===== config.mk =====
export PLATFORM = sky130hd
export DESIGN_NAME = mii_rx_framer
export DESIGN_NICKNAME = d
export VERILOG_FILES = /design/src/rtl/mii_rx_framer.sv
export SDC_FILE = /design/constraint.sdc
export NUM_CORES = 1
export LEC_CHECK = 0
export BUFFER_PORTS_ARGS = -buffer_cell sky130_fd_sc_hd__buf_2
export CORE_UTILIZATION = 60
export CTS_CLUSTER_DIAMETER = 30
export CTS_CLUSTER_SIZE = 12
export DETAILED_ROUTE_END_ITERATION = 16
export GPL_TIMING_DRIVEN = 0
export PLACE_DENSITY = 0.79
export SYNTH_ARGS = -nofsm -noshare
export SYNTH_HDL_FRONTEND = slang
export SYNTH_SLANG_ARGS = --single-unit

===== constraint.sdc =====
create_clock -name clk_in -period 2.75 [get_ports clk_in]
set_input_delay 0.1375 -clock clk_in [delete_from_list [all_inputs] [get_ports clk_in]]
set_output_delay 0.1375 -clock clk_in [all_outputs]
set_load 0.1 [all_outputs]

===== src/rtl/mii_rx_framer.sv =====
// MII receive framer: finds preamble/SFD, assembles bytes LSN first, checks CRC-32
// and length, and reports each frame with a one-cycle end-of-frame strobe and status.
module mii_rx_framer (
  input  logic        clk_in,
  input  logic        rst_n_in,
  input  logic        MII_RX_CLK,
  input  logic        MII_RX_EN,
  input  logic [3:0]  MII_RXD,
  output logic [7:0]  rx_data,
  output logic        rx_valid,
  output logic        rx_sof,
  output logic        rx_eof,
  output logic [10:0] rx_len,
  output logic [3:0]  rx_stat,
  output logic        rx_good
);

  typedef enum logic [1:0] {
    IDLE     = 2'd0,
    PREAMBLE = 2'd1,
    DATA     = 2'd2,
    DROP     = 2'd3
  } state_t;

  localparam logic [31:0] CRC_PRESET  = 32'hFFFF_FFFF;
  localparam logic [31:0] CRC_RESIDUE = 32'hDEBB_20E3;
  localparam logic [10:0] GIANT_LAST  = 11'd1518;

  state_t      state_r, state_s;
  logic        rx_clk_r;
  logic        tick_s;
  logic        phase_r;
  logic [3:0]  low_nib_r;
  logic [10:0] count_r;
  logic [10:0] count_next_s;
  logic [31:0] crc_r;
  logic [31:0] crc_next_s;
  logic [7:0]  byte_s;
  logic [3:0]  stat_s;
  logic        sfd_s;
  logic        byte_done_s;
  logic        frame_end_s;
  logic        giant_s;

  // Reflected CRC-32 update of one byte, LSB first.
  function automatic logic [31:0] crc32_byte(input logic [31:0] crc, input logic [7:0] data);
    logic [31:0] c;
    c = crc;
    for (int i = 0; i < 8; i++) begin
      if ((c[0] ^ data[i]) == 1'b1) begin
        c = (c >> 1) ^ 32'hEDB8_8320;
      end else begin
        c = c >> 1;
      end
    end
    return c;
  endfunction

  // Sample point is the clk_in cycle just after MII_RX_CLK falls (mid-nibble).
  assign tick_s       = rx_clk_r & ~MII_RX_CLK;
  assign byte_s       = {MII_RXD, low_nib_r};
  assign crc_next_s   = crc32_byte(crc_r, byte_s);
  assign count_next_s = (count_r == 11'd2047) ? count_r : count_r + 11'd1;
  assign stat_s       = {phase_r, 1'b0, (count_r < 11'd64), (crc_r != CRC_RESIDUE)};

  // Next-state logic and per-tick events.
  always_comb begin
    state_s     = state_r;
    sfd_s       = 1'b0;
    byte_done_s = 1'b0;
    frame_end_s = 1'b0;
    giant_s     = 1'b0;
    if (tick_s) begin
      case (state_r)
        IDLE: begin
          if (!MII_RX_EN) begin
            state_s = IDLE;
          end else if (MII_RXD == 4'h5) begin
            state_s = PREAMBLE;
          end else begin
            state_s = DROP;
          end
        end
        PREAMBLE: begin
          if (!MII_RX_EN) begin
            state_s = IDLE;
          end else if (MII_RXD == 4'h5) begin
            state_s = PREAMBLE;
          end else if (MII_RXD == 4'hD) begin
            state_s = DATA;
            sfd_s   = 1'b1;
          end else begin
            state_s = DROP;
          end
        end
        DATA: begin
          if (!MII_RX_EN) begin
            frame_end_s = 1'b1;
            state_s     = IDLE;
          end else if (phase_r) begin
            byte_done_s = 1'b1;
            if (count_r == GIANT_LAST) begin
              giant_s = 1'b1;
              state_s = DROP;
            end else begin
              state_s = DATA;
            end
          end else begin
            state_s = DATA;
          end
        end
        DROP: begin
          if (!MII_RX_EN) begin
            state_s = IDLE;
          end else begin
            state_s = DROP;
          end
        end
        default: state_s = IDLE;
      endcase
    end else begin
      state_s = state_r;
    end
  end

  // State register.
  always_ff @(posedge clk_in or negedge rst_n_in) begin
    if (!rst_n_in) begin
      state_r <= IDLE;
    end else begin
      state_r <= state_s;
    end
  end

  // Edge detector, nibble pairing, byte counter and CRC.
  always_ff @(posedge clk_in or negedge rst_n_in) begin
    if (!rst_n_in) begin
      rx_clk_r  <= 1'b0;
      phase_r   <= 1'b0;
      low_nib_r <= 4'h0;
      count_r   <= 11'd0;
      crc_r     <= 32'h0000_0000;
    end else begin
      rx_clk_r <= MII_RX_CLK;
      if (sfd_s) begin
        phase_r <= 1'b0;
        count_r <= 11'd0;
        crc_r   <= CRC_PRESET;
      end else if (tick_s && (state_r == DATA) && MII_RX_EN) begin
        if (phase_r) begin
          phase_r <= 1'b0;
          count_r <= count_next_s;
          crc_r   <= crc_next_s;
        end else begin
          phase_r   <= 1'b1;
          low_nib_r <= MII_RXD;
        end
      end
    end
  end

  // Registered outputs: strobes last one cycle, data/len/stat hold until replaced.
  always_ff @(posedge clk_in or negedge rst_n_in) begin
    if (!rst_n_in) begin
      rx_data  <= 8'h00;
      rx_valid <= 1'b0;
      rx_sof   <= 1'b0;
      rx_eof   <= 1'b0;
      rx_len   <= 11'd0;
      rx_stat  <= 4'h0;
      rx_good  <= 1'b0;
    end else begin
      rx_valid <= byte_done_s;
      rx_sof   <= byte_done_s && (count_r == 11'd0);
      rx_eof   <= frame_end_s | giant_s;
      rx_good  <= frame_end_s && (stat_s == 4'h0);
      if (byte_done_s) begin
        rx_data <= byte_s;
      end
      if (giant_s) begin
        rx_len  <= count_next_s;
        rx_stat <= 4'b0100;
      end else if (frame_end_s) begin
        rx_len  <= count_r;
        rx_stat <= stat_s;
      end
    end
  end

endmodule


==> results_dict.tcl <==
set metrics [dict create \
    status "complete, no violations" \
    cts-root-buf "clkbuf_8" \
    min_period_over_period 0.830 \
    final.setup_skew_ps 11.0 \
    multi_input_area_sq_mm 0.00218 \
    synth_compound_area_frac 0.152 \
    core_sq_mm 0.00679 \
    yosysTopAreaCell "dfrtp_1" \
    synth_cells 365 \
    tritoncts "done" \
    drc 0 \
    clkTransAtPathRegs_ps 90 \
    io_buffers 34 \
    synthesis.area_sq_mm 0.00424 \
    clock_sinks 78 \
    critPathMaxStageDelay_ps 450 \
    hp-class "input pin to flip-flop" \
    fp-row-count 30 \
    crit_family "buffers and inverters" \
    async_flop_share 1.00 \
    synth.top_cell.area_share 0.461 \
    ctsHoldBuffers 2 \
    whs_endpoint "rx_data[5]" \
    viasPerCell 6.11 \
    post-cts-setup-buffers 0 \
    clk_latency_ps 360 \
    drtPass1Iterations 5 \
    numCtsBuffers 9 \
    num_io_pins 35 \
    cp-start-kind "flip-flop" \
    seq_area_sq_mm 0.00195 \
    muxShareOfSynthArea 0.0159 \
    synth-adder-area-share 0.00886 \
    maxSlewHeadroom 0.469 \
    cts_resized 0 \
    drtIter0Drc 232 \
    synth_most_common_cell "dfrtp_1" \
    ys_top_cells_by_area "dfrtp_1 (46%), xnor3_1 (7.4%), a2bb2oi_1 (5.0%)" \
    end_kind "flip-flop" \
    min_from "MII_RXD[1]" \
    die_w_microns 86.0 \
    place_congestion 0.869 \
    r2r-start "state_r[1]" \
    drive_above_1_share 0.199 \
    fin_nets 424 \
    period_needed_ps 2280 \
    ant_nets 0 \
    grtUsageTotal 0.291 \
    dp_hpwl_microns 6940 \
    holdPathStages 3 \
    syn2layout_area_growth_pct 12.5 \
    critPathArrivalTime_ps 2490 \
    grt_max_degree 51 \
    slew_viol_final 0 \
    synthTopCellsByCount "dfrtp_1 (78), nand2_1 (51), a2bb2oi_1 (24)" \
    dieArea_sq_mm 0.00740 \
    required_ps 2950 \
    drv_cap 0 \
    cp.buffers_inverters 3 \
    avgSynthCellArea_sq_um 11.6 \
    worstSetupPathType "flip-flop to flip-flop" \
    synth-seq-cells 78 \
    rsz0062_at_grt "no" \
    avgRoutedWirePerCell_microns 19.0 \
    die_y_microns 86.0 \
    ys_types 56 \
    worst_pin_slew_ps 791 \
    synth_top_family_by_area "XOR/XNOR gates" \
    overflow 0 \
    fin_tns_setup_ps 0 \
    synthXorXnorAreaFrac 0.211 \
    crit_slowest_cell "clkbuf_1" \
    grt_pass1_wl_microns 16300 \
    seq_area_frac_synth 0.461 \
    worst_r2r_endpoint "crc_r[31]" \
    synth_warnings 0 \
    grt_pass1_vias 3193 \
    setup-violations-final 0 \
    ctsLongestPathBuffers 2 \
    syn-num-nets 376 \
    antenna_found_initial 0 \
    cp_common_cell "clkbuf_1" \
    worstPathMaxFanout 10 \
    num_vias 3138 \
    cts_max_level 3 \
    hold_viol_final 0 \
    synthSimpleGateAreaFrac 0.126 \
    fill_cells 492 \
    path_cells "nand2b_1, or3_1, clkbuf_1, clkbuf_1, clkbuf_1, o211ai_1" \
    r2r_setup_slack_ps 470 \
    antennaDiodeCount 0 \
    initial_core_util 0.624 \
    routed_wl_microns 9790 \
    fmax_ghz 0.438 \
    synth_ff_type "dfrtp_1" \
    synth_edf_count 0 \
    reg2reg_depth 6 \
]
==> metrics by stage <==
step,hold WS (ps),cell area [sq um],instances,util,worst slack [ps]
floorplan,-158,4240,365,-,829
global placement,264,4530,495,0.666,598
detailed placement,89.0,4560,496,0.671,500
CTS,43.3,4770,514,0.702,507
global route,56.1,4770,514,0.702,338
finish,41.7,4770,514,0.702,469
==> cell usage in the layout, fill, tap and decap left out, drive strengths merged, types with 5 or more instances in the layout <==
cell type / n
inv: 6
dfrtp: 78
nor2: 9
a2bb2oi: 25
nand2: 52
o22a: 5
xnor3: 16
nand3: 6
xor2: 18
o211ai: 7
o21ai: 6
buf: 42
mux2: 6
a21oi: 10
clkbuf: 26
xnor2: 27
a31oi: 6
a41oi: 5
==> area by class of cell <==
cell class              count  share of cell area
clock inverters             5              0.0123
repair buffers             37              0.0462
multi-input cells         260               0.457
well taps                  96              0.0252
plain buffers              22              0.0186
inverters                   5             0.00394
clock buffers              11              0.0276
flip-flops and latches     78               0.409
==> sequential cells by signal (all words and copies together), names as in the netlist <==
signal,cells
rx_valid,1
rx_clk_r,1
rx_stat,4
crc_r,32
rx_good,1
rx_data,8
low_nib_r,4
rx_eof,1
rx_sof,1
rx_len,11
count_r,11
state_r,2
phase_r,1
==> layer usage <==
layer,part of all wire,global-route usage,up-vias
li1,-,-,1425
met3,0.062,0.0626,15
met2,0.48,0.448,113
met1,0.44,0.410,1585
met5,0,0,-
met4,0.015,0.103,0
==> worst reg2reg max path, stage by stage, from the launching register on <==
cell and delay (ps):
dfrtp_1 440, nand2b_1 210, or3_1 150, clkbuf_1 300
clkbuf_1 450, clkbuf_1 410, o211ai_1 170
==> cells by family (layout without fill, tap and decap cells) <==
kind of cell | Yosys count | after routing
fa+ha+maj | 3 | 3
mux | 6 | 6
flops | 78 | 78
compound gates | 82 | 82
buf+inv | 27 | 80
xor+xnor | 63 | 63
simple gates | 106 | 106
==> how the worst max path moves through the flow <==
stage | endpoint | slack [ps] | cells past startpoint | start
after floorplan | crc_r[25] | 830 | 4 | crc_r[6]
after global placement | crc_r[25] | 600 | 4 | crc_r[6]
after detailed placement | crc_r[31] | 500 | 6 | state_r[1]
after CTS | crc_r[31] | 510 | 6 | state_r[1]
after global routing | rx_len[10] | 340 | 6 | count_r[0]
final | crc_r[31] | 470 | 6 | state_r[1]
Power is not shown: default switching activity piles up to over one toggle a cycle in this logic, so the estimate is an artifact.
